===== config.mk =====
export PLATFORM = sky130hd
export DESIGN_NAME = shift_norm
export DESIGN_NICKNAME = d
export VERILOG_FILES = /design/src/rtl/shift_pkg.sv /design/src/rtl/norm_chk.sv /design/src/rtl/shift_norm.sv
export SDC_FILE = /design/constraint.sdc
export NUM_CORES = 1
export LEC_CHECK = 0
export BUFFER_PORTS_ARGS = -buffer_cell sky130_fd_sc_hd__buf_2
export CELL_PAD_IN_SITES_DETAIL_PLACEMENT = 1
export CELL_PAD_IN_SITES_GLOBAL_PLACEMENT = 1
export CORE_MARGIN = 10
export CORE_UTILIZATION = 39
export DETAILED_ROUTE_END_ITERATION = 12
export GPL_ROUTABILITY_DRIVEN = 0
export MAX_ROUTING_LAYER = met4
export PLACE_DENSITY = 0.8
export SYNTH_ARGS = -nofsm -noshare
export SYNTH_HDL_FRONTEND = slang
export SYNTH_SLANG_ARGS = --single-unit

===== constraint.sdc =====
create_clock -name clk -period 1.95 [get_ports clk]
set_clock_uncertainty 0.05 [all_clocks]
set_input_delay 0.195 -clock clk [delete_from_list [all_inputs] [get_ports clk]]
set_output_delay 0.195 -clock clk [all_outputs]
set_load 0.02 [all_outputs]

===== src/rtl/shift_pkg.sv =====
// shift_pkg: shared constants and FSM state encoding for the shift_norm normalizer.
package shift_pkg;
    localparam int WIDTH_DEF = 32;
    localparam int CW_DEF = 6;
    localparam int SKIP = 4;
    localparam logic [1:0] IDLE = 2'd0, LOAD = 2'd1, SHIFT = 2'd2, DONE = 2'd3;
endpackage


===== src/rtl/norm_chk.sv =====
// norm_chk: normalization, limit and skip-step tests on the value being normalized.
// The 4-bit skip test exists only with SHIFT_NORM_FAST_EN; otherwise can_skip is tied low.
module norm_chk import shift_pkg::*; #(
    parameter int WIDTH = WIDTH_DEF,
    parameter int CW = CW_DEF
) (
    input  logic [WIDTH-1:0] value,
    input  logic             arith,
    input  logic [CW-1:0]    cnt,
    output logic             is_norm,
    output logic             at_limit,
    output logic             can_skip
);
    logic [CW:0] limit, cnt_x;
    assign limit = arith ? (CW+1)'(WIDTH - 1) : (CW+1)'(WIDTH);
    assign cnt_x = {1'b0, cnt};
    assign is_norm = arith ? value[WIDTH-1] ^ value[WIDTH-2] : value[WIDTH-1];
    assign at_limit = cnt_x == limit;
`ifdef SHIFT_NORM_FAST_EN
    // Five equal top bits guarantee the next four single steps would all stay unnormalized.
    assign can_skip = !is_norm && (cnt_x + (CW+1)'(SKIP) <= limit) &&
                      (arith ? (&value[WIDTH-1 -: 5] || ~|value[WIDTH-1 -: 5]) : ~|value[WIDTH-1 -: 4]);
`else
    assign can_skip = 1'b0;
`endif
endmodule


===== src/rtl/shift_norm.sv =====
// shift_norm: multi-cycle CLZ/CLS normalizer with start/busy/done handshake.
// SHIFT_NORM_FAST_EN enables 4-bit skip steps inside norm_chk.
module shift_norm import shift_pkg::*; #(
    parameter int WIDTH = WIDTH_DEF,
    parameter int CW = CW_DEF
) (
    input  logic             clk,
    input  logic             rst,
    input  logic             start,
    input  logic [WIDTH-1:0] d,
    input  logic             arith,
    output logic             busy,
    output logic             done,
    output logic [WIDTH-1:0] sh,
    output logic [CW-1:0]    cnt
);
    logic [1:0] state_q, state_d;
    logic [WIDTH-1:0] sh_q, sh_d, op_q, op_d;
    logic [CW-1:0] cnt_q, cnt_d;
    logic arith_q, arith_d, accept, stop, step, is_norm, at_limit, can_skip;

    norm_chk #(.WIDTH(WIDTH), .CW(CW)) u_chk (
        .value(sh_q), .arith(arith_q), .cnt(cnt_q),
        .is_norm(is_norm), .at_limit(at_limit), .can_skip(can_skip)
    );

    assign accept = start && (state_q == IDLE || state_q == DONE);
    assign stop = is_norm || at_limit;
    assign step = state_q == SHIFT && !stop;

    always_comb begin
        state_d = state_q == LOAD ? SHIFT : state_q == SHIFT ? (stop ? DONE : SHIFT) : accept ? LOAD : IDLE;
        op_d = accept ? d : op_q;
        arith_d = accept ? arith : arith_q;
        sh_d = state_q == LOAD ? op_q : step ? (can_skip ? sh_q << SKIP : sh_q << 1) : sh_q;
        cnt_d = state_q == LOAD ? '0 : step ? cnt_q + (can_skip ? CW'(SKIP) : CW'(1)) : cnt_q;
    end

    always_ff @(posedge clk) begin
        if (rst) begin
            state_q <= IDLE;
            sh_q <= '0;
            op_q <= '0;
            cnt_q <= '0;
            arith_q <= 1'b0;
        end else begin
            state_q <= state_d;
            sh_q <= sh_d;
            op_q <= op_d;
            cnt_q <= cnt_d;
            arith_q <= arith_d;
        end
    end

    assign busy = state_q == LOAD || state_q == SHIFT;
    assign done = state_q == DONE;
    assign sh = sh_q;
    assign cnt = cnt_q;
endmodule


; ---- Word level (Yosys, flattened, before mapping)
; Index checks and enable logic that the tools add are counted.
[totals]
regBits = 73
input_bits = 36
[classes]
mux = 8
reduce_logical = 9
bitwise = 1
n_eq_ne = 4
addsub = 1
[op_table]
columns = operator, n
row1 = 32-bit 2-to-1 mux, 2
row2 = 6-bit by 7-bit equality test with 1-bit output, 1
row3 = 6-bit by 1-bit adder with 6-bit output (second input constant), 1
row4 = 6-bit 2-to-1 mux, 1
row5 = 2-bit equality test (second input constant), 2
row6 = 2-bit 2-to-1 mux, 2
row7 = 1-bit logical OR, 3
row8 = 1-bit 2-to-1 mux, 3
row9 = 2-bit by 1-bit equality test with 1-bit output (second input constant), 1
row10 = 1-bit logical AND, 2
row11 = 2-bit logical NOT, 1
row12 = 2-bit nonzero test, 1
row13 = 2-bit OR reduction, 1
row14 = 1-bit logical NOT, 1
row15 = 1-bit XOR, 1

; ---- Logic depth before layout (Yosys ltp)
; Gate-level depths: netlist of run 1.
[logic_depth]
depth_word = 7
mapped_depth = 7
mapped_depth_nobuf = 5

; ---- Cells and area by module
; A second synthesis of run 1 with hierarchy kept.
[hier_totals]
hier_cells = 413
area_unflattened_um2 = 3291.9
[modules_own_cells]
columns = mod, seq_area_each_um2, area_per_inst_um2, cells_per_inst, instances
row1 = shift_norm, 1461.4, 3224.3, 405, 1
row2 = norm_chk, 0.0, 67.6, 8, 1

; ---- Least setup slack after synthesis of run 1
; No wires, ideal clock.
[synth_path]
path_kind = register to register
from = register cnt_q[1] (netlist: cnt[1])
to = register sh_q[28] (netlist: sh[28])
arrival_ns = 1.684
period_less_slack_ns = 1.884
path_stages_with_launch = 7
setup_slack_ns = 0.066
path_cell_list = dfxtp_1 or4_4 o21a_1 buf_6 buf_6 a31oi_1 a221oi_2
[synth_between]
elab_chain_len = 5
[synth_rtl]
columns = element, line_no
row1 = from (decl), shift_norm.sv:19  ; logic [CW-1:0] cnt_q, cnt_d;
row2 = from (signal assigned), shift_norm.sv:50  ; cnt_q <= cnt_d;
row3 = 6-bit by 7-bit equality test with 1-bit output, norm_chk.sv:18  ; assign at_limit = cnt_x == limit;
row4 = 1-bit logical OR, shift_norm.sv:28  ; assign stop = is_norm || at_limit;
row5 = 1-bit logical NOT, shift_norm.sv:29  ; assign step = state_q == SHIFT && !stop;
row6 = 1-bit logical AND, shift_norm.sv:29
row7 = 2-bit nonzero test (no line), n/a
row8 = to (signal assigned), shift_norm.sv:42  ; sh_q <= '0;
row9 = to (signal assigned), shift_norm.sv:48  ; sh_q <= sh_d;
row10 = to (decl), shift_norm.sv:18  ; logic [WIDTH-1:0] sh_q, sh_d, op_q, op_d;
; Every way passes these cells.
; A chain may end at the register's enable or synchronous reset.

; ---- Worst setup path after layout of run 1
[layout_path]
from = register cnt_q[2] (netlist: cnt[2])
to = register cnt_q[3] (netlist: cnt[3])
[layout_between]
elab_chain_len = 4
[layout_rtl]
columns = element
row1 = "parallel branches: the longest is 4 deep, another holds 6-bit by 1-bit adder with 6-bit output"
; Parallel ways; which one is timed is not known.

==> results.toml, run 1 <==
[final_layout]
final_cell_mix = "buf_2, dfxtp_1, nand2_1"
antenna_cells = 0
layout-drive-gt1-share_pct = 30.4
final_common_cell = "buf_2"
syn_to_final_growth_pct = 22.0
fin_cells = 562
fin_nets = 492

[floorplan]
rows = 33
initial_core_util_pct = 40.0
die_h_um = 112
ios = 76
dieArea_sq_mm = 0.0125
die_w_um = 112
core-area_sq_mm = 0.00818

[worst_hold_path]
hold_path.class = "input pin to flop"
holdPathStages = 3

[yosys]
synth_cell_types = 37
synth_nets = 424
synth_edf_count = 0
yosysWarnings = 0
syn_inst = 384
yosys.area.top_type_share_pct = 44.7
ys_async_sr_fraction_pct = 0
synth_simple_gate_area_share_pct = 11.5
synth_top_family_by_area = "compound AO/OA/AOI/OAI gates"
seq_area_frac_synth_pct = 44.7
synth_xor_area_share_pct = 0
netlist_top_cells_area = "dfxtp_1, nand2_1, a221oi_2, a21oi_1, a31oi_1"
syn_area_per_cell_sq_um = 8.52
synth.mux.area_fraction_pct = 0
synth_top_area_cell = "dfxtp_1"
ys_ff_latch = 73
synth_flop_cell = "dfxtp_1"
netlist_area_sq_mm = 0.00327
synthAdderAreaFrac_pct = 1.53
synth_compound_area_share_pct = 31.8

[global_route]
antenna_found_initial = 0
first_global_vias = 3228
grtUsageMet2_pct = 26.1
use_met1_pct = 18.3
grt_usage_pct = 15.9
grt_pass1_wl_mm = 16.3
grt_max_degree = 68
overflow = 0
grt-busiest-layer = "met2"
use_met3_pct = 3.70

[clock_network]
cts-htree-levels = 3
postCtsHoldBufs = 0
clk_path_buf_depth = 2
cts_tree = "built"
cts.sinks = 73
cts_inserted_buffers = 9
clk_pin_slew_ps = 80
clock-root-buffer = "clkbuf_8"
clkLatencyLatePin_ps = 350

[worst_setup_path]
reg2reg_depth = 7
crit_arrival_ps = 2130
slowest_delay_ps = 510
crit_fanout = 15
critical_path_class = "flop to flop"
crit_top_cell = "buf_4"
critPathSlowestCell = "or4_1"
end_kind = "flop"
critPathRequiredTime_ps = 2180
crit_path_cell_trace = "buf_4 > nand3b_1 > o211ai_1 > buf_4 > buf_12 > or4_1 > a21oi_1"
startpoint_type = "flop"

[drt]
wl_per_cell_um = 17.7
antenna_left = 0
drc_errors = 0
firstDrtPassIters = 5
routed_wl_mm = 9.95
dr.first_iter.drc_count = 166
vias = 3078
via_per_inst = 5.48

[pwr]
peakVddDrop_mv = 0.497
powerDensity_mw_per_mm2 = 1410
power_mw = 5.61
leakage_nw = 1.56

[placed_design]
place_ws_ps = -18.5
dp.cells = 545
portBuffers = 75
dp_hpwl_mm = 6.79

[sta]
max_slew.worst_pin.slew_ps = 533
setup_ws_ps = 52.6
period_needed_ps = 1900
slew_violations = 0
hold_viol_final = 0
min_period_over_period_pct = 97.3
slew_headroom_pct = 64.5
hold_ws_ps = 27.7
finalSetupViolCount = 0
fmax_ghz = 0.527

[job]
max-cap-violations = 0

[run_status]
status = "complete, no violations"
## per-layer routing
metal / vias to the layer above / wire (um)
met5: - / 0
met1: 1501 / 4500
met3: 17 / 335
met2: 62 / 4910
li1: 1498 / -
met4: 0 / 209
## logic make-up after synthesis
kind of cell / after synthesis
simple gates: 87
compound gates: 147
flops: 73
buf+inv: 73
fa+ha+maj: 4
## synth_stat cells, drive strengths merged (2+ instances only)
| master | instances |
|---|---|
| clkbuf | 24 |
| a31oi | 31 |
| nand3b | 2 |
| nand2 | 68 |
| or4 | 4 |
| a221oi | 31 |
| inv | 35 |
| dfxtp | 73 |
| buf | 14 |
| ha | 4 |
| nand3 | 3 |
| o21ai | 36 |
| nor2 | 3 |
| or2 | 2 |
| o31ai | 3 |
| a21oi | 40 |
## final timing paths
| check | from | endpoint | slack, ps |
|---|---|---|---|
| max | cnt[2] | cnt[3] | 50 |
| max reg2reg | cnt[2] | cnt[3] | 50 |
| min reg2reg | op_q[12] | op_q[12] | 410 |
| min | d[15] | op_q[15] | 30 |
## registers in the layout, summed over array words and instances (netlist names)
| register | cells |
|---|---|
| state_q | 2 |
| op_q | 32 |
| cnt | 6 |
| sh | 32 |
| arith_q | 1 |
## critical path: cells and delay by family, from the launching register on
kind	cells	cell delay [ps]
AOI/OAI and AO/OA	2	310
buffers and inverters	3	470
DFF	1	340
and+or+nand+nor	2	650
## stage by stage
step	util [%]	setup TNS [ps]	instance area [sq um]
after floorplan	-	0	3270
final	48.8	0	3990
after CTS	48.4	0	3960
after global routing	48.8	-146	3990
after global placement	45.7	0	3740
after detailed placement	45.7	-18.5	3740
## area by class of cell
type	instances	area [sq um]
Fill cell	1024	4190
Multi-Input combinational cell	238	1490
Sequential cell	73	1460
Timing Repair Buffer	95	562
Clock buffer	13	169
Inverter	35	131
Tap cell	105	131
Clock inverter	3	46.3
## where the power goes
group / switching (mW) / internal (mW) / leakage, nW
combinational: 1.45 / 0.787 / 0.853
clock: 0.579 / 0.702 / 0.106
sequential: 0.259 / 1.83 / 0.598
total: 2.29 / 3.31 / 1.56
## timing repair
item / 4_1_cts / 5_1_grt
setup buffers: 0 / 1
setup endpoints to repair: 2 / 13
resized for setup: 1 / 6
pin swaps: 0 / 1
Note: power is estimated with default switching activity, not from simulation.
==> run 2, diff against run 1 <==
- ABC_AREA: default -> 1
- CORE_UTILIZATION: 39 -> 38
- PLACE_DENSITY: 0.8 -> 0.81
==> results.toml, run 2 <==
[yosys]
synth_nets = 466
yosys.area.top_type_share_pct = 46.4
synth_most_common_cell = "nor2_1"
syn_area_per_cell_sq_um = 7.40
ys_ff_latch = 73
synth_edf_count = 0
yosysWarnings = 0
synth_top_area_cell = "dfxtp_1"
synth_cell_types = 22
netlist_top_cells_area = "dfxtp_1, nor2_1, nand2_1, mux2i_1, o21ai_0"
synth_flop_cell = "dfxtp_1"
seq_area_frac_synth_pct = 46.4
synth_commonest_cells = "nor2_1, nand2_1, dfxtp_1, o21ai_0, mux2i_1"
syn_inst = 426
ys_async_sr_fraction_pct = 0
netlist_area_sq_mm = 0.00315

[pwr]
seq_power_share_pct = 35.3
peakVddDrop_mv = 0.684
combPwrFrac_pct = 49.5
powerDensity_mw_per_mm2 = 1860
power.internal_mw = 3.90
switching_share_pct = 44.9
power_frac_clock_pct = 15.2
p_sw_mw = 3.19
leakage_nw = 1.76

[global_route]
first_global_vias = 3072
antenna_found_initial = 0
grt_max_degree = 61
grt_pass1_wl_mm = 14.6
grt_usage_pct = 14.2
overflow = 0

[floorplan]
dieArea_sq_mm = 0.0123
initial_core_util_pct = 38.7
die_h_um = 111
rows = 33
die_w_um = 111
ios = 76
core-area_sq_mm = 0.00813

[clock_network]
postCtsHoldBufs = 0
clock-root-buffer = "clkbuf_8"
clkLatencyLatePin_ps = 350
post_cts_buffers = 0
clk_path_buf_depth = 2
cts-htree-levels = 3
cts_inserted_buffers = 9
cts_tree = "built"
cts_resized = 0
cts.sinks = 73
clk_pin_slew_ps = 70

[sta]
max_slew.worst_pin.slew_ps = 510
rsz0062_at_grt = "no"
setup_ws_ps = 216
finalSetupViolCount = 0
slew_headroom_pct = 65.9
hold_viol_final = 0
min_period_over_period_pct = 88.9
period_needed_ps = 1730
slew_violations = 0
fin_setup_tns_ps = 0
fmax_ghz = 0.577

[worst_hold_path]
min_from = "rst"
holdPathStages = 2
min_to = "sh[0]"
hold_path.class = "input pin to flop"

[worst_setup_path]
end_kind = "flop"
r2r-end = "op_q[9]"
reg2reg_depth = 7
critical_path_class = "flop to flop"
startpoint_type = "flop"
r2r-start = "state_q[0]"
crit_arrival_ps = 1960
crit_fanout = 20
critPathRequiredTime_ps = 2180
rrSetupSlack_ps = 220

[placed_design]
portBuffers = 75
place_ws_ps = 217
dp_hpwl_mm = 6.12

[drt]
drc_errors = 0
routed_wl_mm = 8.68
dr.first_iter.drc_count = 100
firstDrtPassIters = 4
vias = 2876
via_per_inst = 4.75
wl_per_cell_um = 14.3
antenna_left = 0

[final_layout]
fill_cells = 1064
layout-drive-gt1-share_pct = 20.6
antenna_cells = 0
syn_to_final_growth_pct = 20.7
final_common_cell = "nor2_1"
final_cell_mix = "nor2_1, nand2_1, buf_2"
fin_nets = 536

[job]
max-cap-violations = 0

[run_status]
status = "complete, no violations"
[run 2: metal layers]
| layer | up-vias | GRT usage, % | wire [um] |
|---|---|---|---|
| met1 | 1334 | 16.3 | 4030 |
| li1 | 1481 | - | - |
| met3 | 11 | 2.38 | 246 |
| met4 | 0 | 5.14 | 118 |
| met5 | - | - | 0 |
| met2 | 50 | 24.4 | 4290 |
[run 2: layout make-up]
cell class,count,area (sq um),area share (%)
multi-input cells,314,1510,39.6
flip-flops and latches,73,1460,38.4
repair buffers,83,473,12.4
clock buffers,14,163,4.27
well taps,105,131,3.45
inverters,15,56.3,1.48
clock inverters,2,12.5,0.329
[run 2: how the worst max path moves through the flow]
stage                    start       end  slack [ps]  cells past startpoint
floorplan               cnt[2]    sh[30]         430                      9
global placement    state_q[0]   op_q[0]         320                      7
detailed placement  state_q[0]  op_q[15]         220                      7
CTS                 state_q[0]   op_q[9]         150                      7
global route        state_q[0]   op_q[9]          20                      7
finish              state_q[0]   op_q[9]         220                      7
[run 2: through the flow]
step	cells	power [mW]	hold slack (ps)	area (sq um)	utilization (%)
after floorplan	426	5.06	212	3150	-
final	606	7.09	17.0	3800	46.8
after CTS	606	7.23	8.28	3800	46.8
after detailed placement	590	6.11	378	3630	44.6
after global routing	606	7.78	28.3	3800	46.8
after global placement	590	5.94	374	3630	44.6
[run 2: power by group through the flow]
stage / combinational, mW / clock, mW / sequential [mW]
after floorplan: 2.22 / 0 / 2.84
after global placement: 3.43 / 0 / 2.52
after detailed placement: 3.56 / 0 / 2.55
after CTS: 3.60 / 1.11 / 2.52
after global routing: 4.01 / 1.17 / 2.60
final: 3.51 / 1.08 / 2.50
[run 2: critical path, stage by stage, from the launching register on]
cell and delay (ps):
dfxtp_1 370, inv_1 70, ha_1 320, nand2_1 80
inv_1 380, buf_12 220, nor2_1 60, nor2_1 110
[run 2: cells by family (layout without fill, tap and decap cells)]
logic type | count (synthesis) | after routing | synth area share, %
flip-flops | 73 | 73 | 46.4
AO/OA/AOI/OAI | 45 | 45 | 7.15
adder cells (fa/ha/maj) | 4 | 4 | 1.59
multiplexers | 30 | 30 | 9.53
XOR/XNOR | 1 | 1 | 0.278
buffers and inverters | 39 | 114 | 5.87
AND/OR/NAND/NOR | 234 | 234 | 29.2
